**config.mk**
```make
export PLATFORM = sky130hd
export DESIGN_NAME = bmf_h_stream_decoder
export DESIGN_NICKNAME = d
export VERILOG_FILES = /design/src/rtl/bmf_pkg.sv /design/src/rtl/bmf_h_stream_decoder_fifo2.sv /design/src/rtl/bmf_h_stream_decoder.sv
export SDC_FILE = /design/constraint.sdc
export NUM_CORES = 1
export LEC_CHECK = 0
export BUFFER_PORTS_ARGS = -buffer_cell sky130_fd_sc_hd__buf_2
export CAP_MARGIN = 5
export CORE_MARGIN = 5
export CORE_UTILIZATION = 25
export CTS_CLUSTER_DIAMETER = 100
export DETAILED_ROUTE_END_ITERATION = 6
export GPL_TIMING_DRIVEN = 0
export HOLD_SLACK_MARGIN = 0.05
export SKIP_CTS_REPAIR_TIMING = 1
export SYNTH_ARGS = -nofsm -noshare
export SYNTH_HDL_FRONTEND = slang
export SYNTH_SLANG_ARGS = --single-unit
```
**constraint.sdc**
```tcl
create_clock -name clk -period 2.5 [get_ports clk]
set_input_delay 0.5 -clock clk [delete_from_list [all_inputs] [get_ports clk]]
set_output_delay 0.5 -clock clk [all_outputs]
set_load 0.01 [all_outputs]
```
**src/rtl/bmf_pkg.sv**
```systemverilog
// Shared definitions for the BMF H-stream decoder.
//  - Default latent (K) and output (M) widths.
//  - Reset basis matrix and reset semiring mask that reproduce the fixed
//    6->7 decoder: po0 = k0 ^ k4, po1..po5 = k0..k4, po6 = k5.
//  - Config address that selects the semiring mask instead of an H row.
//  - bmf_decode: reference decode of one latent vector at the default widths.
package bmf_pkg;

    localparam int BMF_K = 6;
    localparam int BMF_M = 7;

    // Row j of H lives at bits [j*M +: M]; bit i of a row feeds output column i.
    localparam logic [BMF_K*BMF_M-1:0] BMF_RESET_H   = 42'h202_1202_0203;
    localparam logic [BMF_M-1:0]       BMF_RESET_XOR = 7'b0000001;

    // cfg_addr 0..K-1 selects an H row, K selects the mask, anything above is ignored.
    localparam int CFG_ADDR_XOR = BMF_K;

    // Column i combines the latent bits selected by column i of H, using
    // parity when mask[i] is set and a plain OR otherwise.
    function automatic logic [BMF_M-1:0] bmf_decode(
        input logic [BMF_K-1:0]       k,
        input logic [BMF_K*BMF_M-1:0] h,
        input logic [BMF_M-1:0]       mask
    );
        logic [BMF_M-1:0] po;
        logic [BMF_K-1:0] m;
        po = '0;
        for (int i = 0; i < BMF_M; i++) begin
            m = '0;
            for (int j = 0; j < BMF_K; j++) begin
                m[j] = k[j] & h[j*BMF_M + i];
            end
            po[i] = mask[i] ? (^m) : (|m);
        end
        return po;
    endfunction

endpackage

```
**src/rtl/bmf_h_stream_decoder_fifo2.sv**
```systemverilog
// bmf_fifo2: two-entry skid FIFO with valid/ready on both sides.
//  clk, rst              clock and synchronous active-high reset
//  in_valid/in_ready     write side; in_ready is low only when both slots hold data
//  in_data   [W]         word to store
//  out_valid/out_ready   read side; out_valid whenever at least one word is held
//  out_data  [W]         oldest held word, zero when empty
// in_ready depends only on stored state, so there is no combinational path
// from out_ready back to in_ready. When full, a push cannot coincide with a pop.
module bmf_fifo2 #(
    parameter int W = 7
) (
    input  logic         clk,
    input  logic         rst,
    input  logic         in_valid,
    output logic         in_ready,
    input  logic [W-1:0] in_data,
    output logic         out_valid,
    input  logic         out_ready,
    output logic [W-1:0] out_data
);

    logic [W-1:0] mem_reg [2];
    logic         wr_ptr_reg;
    logic         rd_ptr_reg;
    logic [1:0]   count_reg;

    logic push;
    logic pop;

    assign in_ready  = (count_reg != 2'd2);
    assign out_valid = (count_reg != 2'd0);
    assign out_data  = out_valid ? mem_reg[rd_ptr_reg] : '0;

    assign push = in_valid & in_ready;
    assign pop  = out_valid & out_ready;

    // Storage needs no reset: its contents are only visible while count_reg > 0.
    always_ff @(posedge clk) begin
        if (push) begin
            mem_reg[wr_ptr_reg] <= in_data;
        end
    end

    always_ff @(posedge clk) begin
        if (rst) begin
            wr_ptr_reg <= 1'b0;
            rd_ptr_reg <= 1'b0;
            count_reg  <= 2'd0;
        end else begin
            if (push) begin
                wr_ptr_reg <= ~wr_ptr_reg;
            end
            if (pop) begin
                rd_ptr_reg <= ~rd_ptr_reg;
            end
            // Simultaneous push and pop leaves the count unchanged.
            case ({push, pop})
                2'b10:   count_reg <= count_reg + 2'd1;
                2'b01:   count_reg <= count_reg - 2'd1;
                default: count_reg <= count_reg;
            endcase
        end
    end

endmodule

```
**src/rtl/bmf_h_stream_decoder.sv**
```systemverilog
// bmf_h_stream_decoder: streaming Boolean-matrix-factorization decompressor.
// Expands a K-bit latent vector to M outputs through a programmable K x M basis
// H, combining each output column over OR or XOR as selected by a mask.
//  clk, rst             clock, synchronous active-high reset
//  cfg_we/addr/data     config write: addr < K writes H row, addr == K writes mask
//  in_valid/in_ready    latent input handshake, in_k [K] latent vector
//  out_valid/out_ready  decoded output handshake, out_po [M] decoded vector
//  out_cnt [CNT_W]      completed output handshakes, wraps
// Vectors are decoded at acceptance and parked in a 2-entry FIFO, so later
// config writes never change words that are already queued.
module bmf_h_stream_decoder
    import bmf_pkg::*;
#(
    parameter int               K         = BMF_K,
    parameter int               M         = BMF_M,
    parameter logic [K*M-1:0]   RESET_H   = BMF_RESET_H,
    parameter logic [M-1:0]     RESET_XOR = BMF_RESET_XOR,
    parameter int               CNT_W     = 16
) (
    input  logic                   clk,
    input  logic                   rst,
    input  logic                   cfg_we,
    input  logic [$clog2(K+1)-1:0] cfg_addr,
    input  logic [M-1:0]           cfg_data,
    input  logic                   in_valid,
    output logic                   in_ready,
    input  logic [K-1:0]           in_k,
    output logic                   out_valid,
    input  logic                   out_ready,
    output logic [M-1:0]           out_po,
    output logic [CNT_W-1:0]       out_cnt
);

    localparam int AW = $clog2(K+1);

    logic [M-1:0]     h_reg [K];
    logic [M-1:0]     xor_mask_reg;
    logic [CNT_W-1:0] cnt_reg;
    logic [M-1:0]     po_next;

    // Config registers. A vector accepted on the same edge uses the values
    // present before this edge, because decode reads the current registers.
    always_ff @(posedge clk) begin
        if (rst) begin
            for (int j = 0; j < K; j++) begin
                h_reg[j] <= RESET_H[j*M +: M];
            end
            xor_mask_reg <= RESET_XOR;
        end else if (cfg_we) begin
            for (int j = 0; j < K; j++) begin
                if (cfg_addr == AW'(j)) begin
                    h_reg[j] <= cfg_data;
                end
            end
            if (cfg_addr == AW'(K)) begin
                xor_mask_reg <= cfg_data;
            end
        end
    end

    // Per-column decode: gather column gi of H, mask with the latent vector,
    // then reduce by parity or OR.
    genvar gi, gj;
    generate
        for (gi = 0; gi < M; gi++) begin : g_col
            logic [K-1:0] col;
            logic [K-1:0] m;
            for (gj = 0; gj < K; gj++) begin : g_row
                assign col[gj] = h_reg[gj][gi];
            end
            assign m           = in_k & col;
            assign po_next[gi] = xor_mask_reg[gi] ? (^m) : (|m);
        end
    endgenerate

    bmf_fifo2 #(
        .W(M)
    ) u_fifo (
        .clk       (clk),
        .rst       (rst),
        .in_valid  (in_valid),
        .in_ready  (in_ready),
        .in_data   (po_next),
        .out_valid (out_valid),
        .out_ready (out_ready),
        .out_data  (out_po)
    );

    always_ff @(posedge clk) begin
        if (rst) begin
            cnt_reg <= '0;
        end else if (out_valid && out_ready) begin
            cnt_reg <= cnt_reg + CNT_W'(1);
        end
    end

    assign out_cnt = cnt_reg;

endmodule
```
==> results of run 1 <==
synth_stat cells, types with 2 or more instances:
cell type   n  area share (%)
or3_1       3            0.47
clkbuf_1    5            0.47
nand2_1    65             6.1
inv_1       4            0.37
xnor2_1    19             4.1
xor2_1     11             2.4
mux2i_1     7             1.7
nor2_1     40             3.7
nor4_1      4            0.62
nor3_1      5            0.62
edfxtp_1   56              42
nand2b_1    9             1.4
nand4_1     2            0.31
buf_1       2            0.19
a21oi_1    17             2.1
nand3_1    14             1.7
and2_1     34             5.3
nor2b_1     3            0.47
a31o_2      3            0.65
dfxtp_1    28              14
ha_1       23             7.2
a21o_1      3            0.56
worst max-delay path by stage:
| stage | from | endpoint | slack (ns) | depth (start not counted) |
|---|---|---|---|---|
| 2_1_floorplan | u_fifo.count_reg[0] | u_fifo.count_reg[1] | 0.65 | 6 |
| 3_3_place_gp | cfg_addr[2] | h_reg[1][2] | 0.23 | 5 |
| 3_5_place_dp | cfg_addr[2] | h_reg[1][2] | 0.15 | 5 |
| 4_1_cts | u_fifo.count_reg[0] | u_fifo.count_reg[1] | 0.43 | 6 |
| 5_1_grt | u_fifo.count_reg[0] | u_fifo.count_reg[1] | 0.29 | 6 |
| 6_report | u_fifo.count_reg[0] | u_fifo.count_reg[1] | 0.42 | 6 |
critical path: cells and delay by family (launching register included):
kind                       cells  cell delay, ns
and+or+nand+nor                1            0.46
buffers and inverters          2            0.43
AOI/OAI and AO/OA              2            0.42
adders and majority gates      1            0.40
DFF                            1            0.29
kinds of logic after synthesis:
group                      count (synthesis)  share of synthesized area (%)
adders and majority gates                 23                          7.156
xor gates and xnor gates                  30                          6.534
and+or+nand+nor                          190                          22.99
muxes                                      8                          2.022
AOI/OAI and AO/OA                         27                          4.231
buffers and inverters                     13                          1.307
DFF                                       84                          55.76
power by group through the flow:
| stage | registers, uW | logic (uW) | clock network (uW) |
|---|---|---|---|
| floorplan | 1700 | 499 | 0 |
| global placement | 1700 | 747 | 0 |
| detailed placement | 1710 | 759 | 0 |
| CTS | 1680 | 764 | 1230 |
| global route | 1690 | 840 | 1280 |
| finish | 1680 | 744 | 1220 |
layout make-up:
| class | count | area (um^2) |
|---|---|---|
| clock buffers | 11 | 242.7 |
| well taps | 216 | 270.3 |
| flip-flops and latches | 84 | 2242 |
| fillers | 1639 | 11050 |
| multi-input cells | 278 | 1727 |
| plain buffers | 8 | 33.78 |
| clock inverters | 5 | 27.53 |
| inverters | 5 | 18.77 |
| repair buffers | 43 | 215.2 |
stage by stage:
step	utilization, %	std cells	power (uW)
3_3_place_gp	28.47	634	2450
3_5_place_dp	28.47	634	2467
2_1_floorplan	-	375	2195
5_1_grt	30.18	650	3813
4_1_cts	30.18	650	3676
6_report	30.18	650	3636
placed cells by master (no fill, tap or decap), types with 4 or more instances in the layout:
cell type / count
and2_1: 34
clkbuf_1: 6
edfxtp_1: 56
a21oi_1: 17
inv_1: 4
nand2b_1: 9
ha_1: 23
nand2_1: 65
nand3_1: 14
nor3_1: 5
clkbuf_16: 9
mux2i_1: 7
dfxtp_1: 28
nor2_1: 40
xor2_1: 11
nor4_1: 4
buf_2: 43
xnor2_1: 19
metal layers:
| metal | GRT usage, % | wire length [um] | vias to the layer above |
|---|---|---|---|
| li1 | - | - | 1397 |
| met1 | 13.33 | 4221 | 1328 |
| met2 | 17.14 | 4544 | 52 |
| met3 | 3.015 | 486 | 12 |
| met4 | 2.993 | 125 | 0 |
| met5 | 0 | 0 | - |
==> impl_metrics.toml, run 1 <==
[clocking]
cts_tree = "done"
cts.path.max_buffers = 2
cts.htree.levels = 3
cts.sinks = 84
cts_made_buffers = 9
clk_pin_slew_ns = 0.06
root_buffer = "clkbuf_16"
clk_latency_ns = 0.33

[sta]
finalSetupViolCount = 0
slew_viol_final = 0
slew_headroom_pct = 30.87
hold_violations = 0
max_freq_mhz = 481.2
period_needed_ns = 2.078
rsz0062_at_grt = "no"
finalCritPeriodShare_pct = 83.12
postLayoutSetupSlackWorst_ns = 0.4220
fin_hold_ws_ns = 0.4633
skew_ns = 0.004362
worst_pin_slew_ns = 1.035
fin_tns_setup_ns = 0

[finish]
finalInstanceArea_um2 = 4777
final_nets = 473
largest_reg_flops = 42
area_delta_synth_final_pct = 18.79
layout-drive-gt1-share_pct = 15.67
diodes = 0

[power_and_ir_drop]
seqPwrFrac_pct = 46.1
p_per_area_nw_per_um2 = 761.1
internal_power_uw = 2610
clkPwrFrac_pct = 33.4
p_leak_uw = 0.001804
swShare_pct = 28.20
combPwrFrac_pct = 20.5
p_sw_uw = 1025
ir_drop_mv = 0.2916

[logic_synthesis]
async_flop_share_pct = 0
syn_avg_cell_area_um2 = 10.72
synth.yosys.seq_area_share_pct = 55.76
synthesis.nets = 419
synth_edf_count = 56
synth_cell_type_count = 40
synthFlopType = "edfxtp_1"
syn_area_um2 = 4021
syn_inst = 375
yosysWarnings = 0
ys_seq_elements = 84

[placed_design]
placed_cell_area_um2 = 4507
gp_congestion = 0.7905
place_ws_ns = 0.1549
dp_hpwl_um = 7018
numPortBuffers = 43

[worst_hold_path]
hold_path_end = "xor_mask_reg[6]"
hold_path_class = "in2reg"
hold_depth = 3
hold_path_startpoint = "cfg_data[6]"

[floorplanning]
pin_count = 46
die_w_um = 136.8
fp.dieH_um = 136.8
core_um2 = 15830
initial_core_util_pct = 25.41
rows = 46
die_area_um2 = 18720

[setup_path]
ff2ff_path_depth = 6
worstPathArrival_ns = 2.34
rr_startpoint = "u_fifo.count_reg[0]"
slowest_stage = "or3_2"
crit_path_cell_trace = "buf_4, o21ai_2, clkinv_1, ha_1, or3_2, a21oi_1"
r2r_setup_slack_ns = 0.42
worstSetupPathType = "reg2reg"
critPathMaxStageDelay_ns = 0.46
endpoint_kind = "flip-flop"
cp_max_fo = 7
r2r_end = "u_fifo.count_reg[1]"
crit_required_ns = 2.76
cp-start-kind = "flip-flop"

[global_route]
antenna_found_initial = 0
track_usage_pct = 10.41
grt_first_pass_wirelength_um = 14790
grt_pass1_vias = 2766
grt_overflow = 0
grt_max_degree = 14

[detailed_routing]
vias_per_cell = 4.291
totalWireLength_um = 9379
ant_nets = 0
remaining_drc_errors = 0
avgRoutedWirePerCell_um = 14.43
first_pass_iters = 4
vias = 2789
drt-initial-drc-count = 146

[flow_run]
maxCapViolCount = 0

[outcome]
status = "completed"
Note: power is estimated with default switching activity, not from simulation.
==> inputs of run 2 (changes only) <==
--- a/config.mk
+++ b/config.mk
@@ -5,6 +5,7 @@
 export SDC_FILE = /design/constraint.sdc
 export NUM_CORES = 1
 export LEC_CHECK = 0
+export ABC_AREA = 1
 export BUFFER_PORTS_ARGS = -buffer_cell sky130_fd_sc_hd__buf_2
 export CAP_MARGIN = 5
 export CORE_MARGIN = 5
==> constraint.sdc (replaced) <==
create_clock -name clk -period 1.8 [get_ports clk]
set_input_delay 0.36 -clock clk [delete_from_list [all_inputs] [get_ports clk]]
set_output_delay 0.36 -clock clk [all_outputs]
set_load 0.01 [all_outputs]
==> run 2 against run 1 <==
  * Utilization increased by 0.28 points
  * Routed wire length increased by 0.32%
  * Register-to-register slack got worse by 0.26 ns
  * Critical endpoint unchanged
==> impl_metrics.toml, run 2 <==
[detailed_routing]
vias_per_cell = 4.091
ant_nets = 0
first_pass_iters = 4
vias = 2958
totalWireLength_um = 9409
avgRoutedWirePerCell_um = 13.01
remaining_drc_errors = 0
drt-initial-drc-count = 170

[sta]
period_needed_ns = 1.634
slew_viol_final = 0
hold_violations = 0
slew_headroom_pct = 35.93
finalSetupViolCount = 0
max_freq_mhz = 612.0
fin_hold_ws_ns = 0.3445
postLayoutSetupSlackWorst_ns = 0.1661
finalCritPeriodShare_pct = 90.77
rsz0062_at_grt = "no"
fin_tns_setup_ns = 0
skew_ns = 0.008413
worst_pin_slew_ns = 0.9510

[logic_synthesis]
synth_area_leaders = "edfxtp_1, dfxtp_1, nand2_1"
async_flop_share_pct = 0
synthAdderAreaFrac_pct = 7.079
synth.yosys.seq_area_share_pct = 55.16
ys_seq_elements = 84
synth_top_family_by_area = "simple AND/OR/NAND/NOR gates"
yosysTopAreaCellShare_pct = 41.37
syn_area_um2 = 4065
yosysWarnings = 0
synth_top_cell_by_area = "edfxtp_1"
yosys-top-cells-count = "nand2_1, nor2_1, edfxtp_1"
synth_cell_type_count = 28
synth_mux_area_share_pct = 0
synth_compound_area_share_pct = 7.048
synthesis.nets = 491
synth_edf_count = 56
yosys.area_share.simple_pct = 22.68
yosys.area_share.xor_xnor_pct = 3.016
syn_avg_cell_area_um2 = 9.094
synthFlopType = "edfxtp_1"
syn_inst = 447
yosysMostFrequentCell = "nand2_1"

[setup_path]
slowest_stage = "dfxtp_1"
worstPathArrival_ns = 1.85
cp_max_fo = 10
worstSetupPathType = "reg2reg"
critPathMaxStageDelay_ns = 0.43
cp-start-kind = "flip-flop"
crit_path_cell_trace = "nor2_4, nor2_4, buf_6, ha_1, a21oi_1, o21ai_0, o21ai_0, a21oi_1"
crit_required_ns = 2.02
endpoint_kind = "flip-flop"

[clocking]
cts_made_buffers = 9
cts_tree = "done"
clk_pin_slew_ns = 0.06
root_buffer = "clkbuf_16"
cts.sinks = 84
cts.path.max_buffers = 2
clk_latency_ns = 0.34
cts.htree.levels = 3

[global_route]
antenna_found_initial = 0
grt_max_degree = 14
grt_overflow = 0
grt_first_pass_wirelength_um = 14900
grt_pass1_vias = 2852
track_usage_pct = 10.50

[power_and_ir_drop]
p_sw_uw = 1301
ir_drop_mv = 0.4230
p_leak_uw = 0.002031
clkPwrFrac_pct = 37.3
combPwrFrac_pct = 16.3
seqPwrFrac_pct = 46.4
internal_power_uw = 3637
p_per_area_nw_per_um2 = 1017
swShare_pct = 26.35

[floorplanning]
rows = 46
initial_core_util_pct = 25.50
fp.dieH_um = 137.5
pin_count = 46
core_um2 = 15940
die_w_um = 137.5
die_area_um2 = 18910

[finish]
largest_reg_flops = 42
layout_commonest_cell = "nand2_1"
diodes = 0
final_nets = 546
layout-drive-gt1-share_pct = 15.98
area_delta_synth_final_pct = 19.48
final_cell_mix = "nand2_1, nor2_1, edfxtp_1"
finalInstanceArea_um2 = 4857
fill_cells = 1694

[outcome]
status = "completed"

[flow_run]
maxCapViolCount = 0

[worst_hold_path]
hold_path_class = "in2reg"

[placed_design]
place_ws_ns = -0.06601
placed_cell_area_um2 = 4556
numPortBuffers = 44
dp_hpwl_um = 7127
gp_congestion = 0.8015
[run 2: area by class of cell]
cell class,count,area (um^2),share of cell area (%)
Inverter,44,165.2,3.400
Tap cell,216,270.3,5.564
Sequential cell,84,2243,46.19
Clock inverter,3,46.29,0.9531
Buffer,6,35.03,0.7213
Clock buffer,13,250.2,5.152
Timing Repair Buffer,45,227.7,4.688
Multi-Input combinational cell,312,1619,33.33
[run 2: kinds of logic after synthesis]
| family | count (synthesis) |
|---|---|
| buf+inv | 51 |
| compound gates | 54 |
| xor+xnor | 14 |
| simple gates | 221 |
| fa+ha+maj | 23 |
| flops | 84 |
[run 2: power by group through the flow]
stage	clock network [uW]	logic [uW]	registers, uW
2_1_floorplan	0	531	2310
3_3_place_gp	0	803	2320
3_5_place_dp	0	812	2320
4_1_cts	1880	817	2280
5_1_grt	1960	914	2310
6_report	1840	806	2290
[run 2: worst paths after layout]
check / startpoint / end / cells after the start / slack [ns]
setup / recovery: u_fifo.count_reg[0] / u_fifo.count_reg[1] / 8 / 0.17
hold / removal: cfg_data[2] / xor_mask_reg[2] / 3 / 0.34
setup reg to reg: u_fifo.count_reg[0] / u_fifo.count_reg[1] / 8 / 0.17
hold reg to reg: u_fifo.rd_ptr_reg / flip-flop / 1 / 0.45
[run 2: worst max-delay path, delay by kind of cell (launching register included)]
| family | cells | cell delay [ns] |
|---|---|---|
| flops | 1 | 0.43 |
| compound gates | 4 | 0.43 |
| fa+ha+maj | 1 | 0.27 |
| simple gates | 2 | 0.21 |
| buf+inv | 1 | 0.18 |
[run 2: through the flow]
stage / util, % / instances / total power [uW]
after floorplan: - / 447 / 2843
after global placement: 28.57 / 707 / 3120
after detailed placement: 28.57 / 707 / 3132
after CTS: 30.43 / 723 / 4976
after global routing: 30.47 / 723 / 5183
final: 30.47 / 723 / 4938
[run 2: layer usage]
metal	vias up	global-route usage [%]	share of wire, %
met5	-	0	0
met2	54	15.84	44
met3	9	2.520	5.7
met1	1322	14.61	49
li1	1573	-	-
met4	0	3.825	1.3
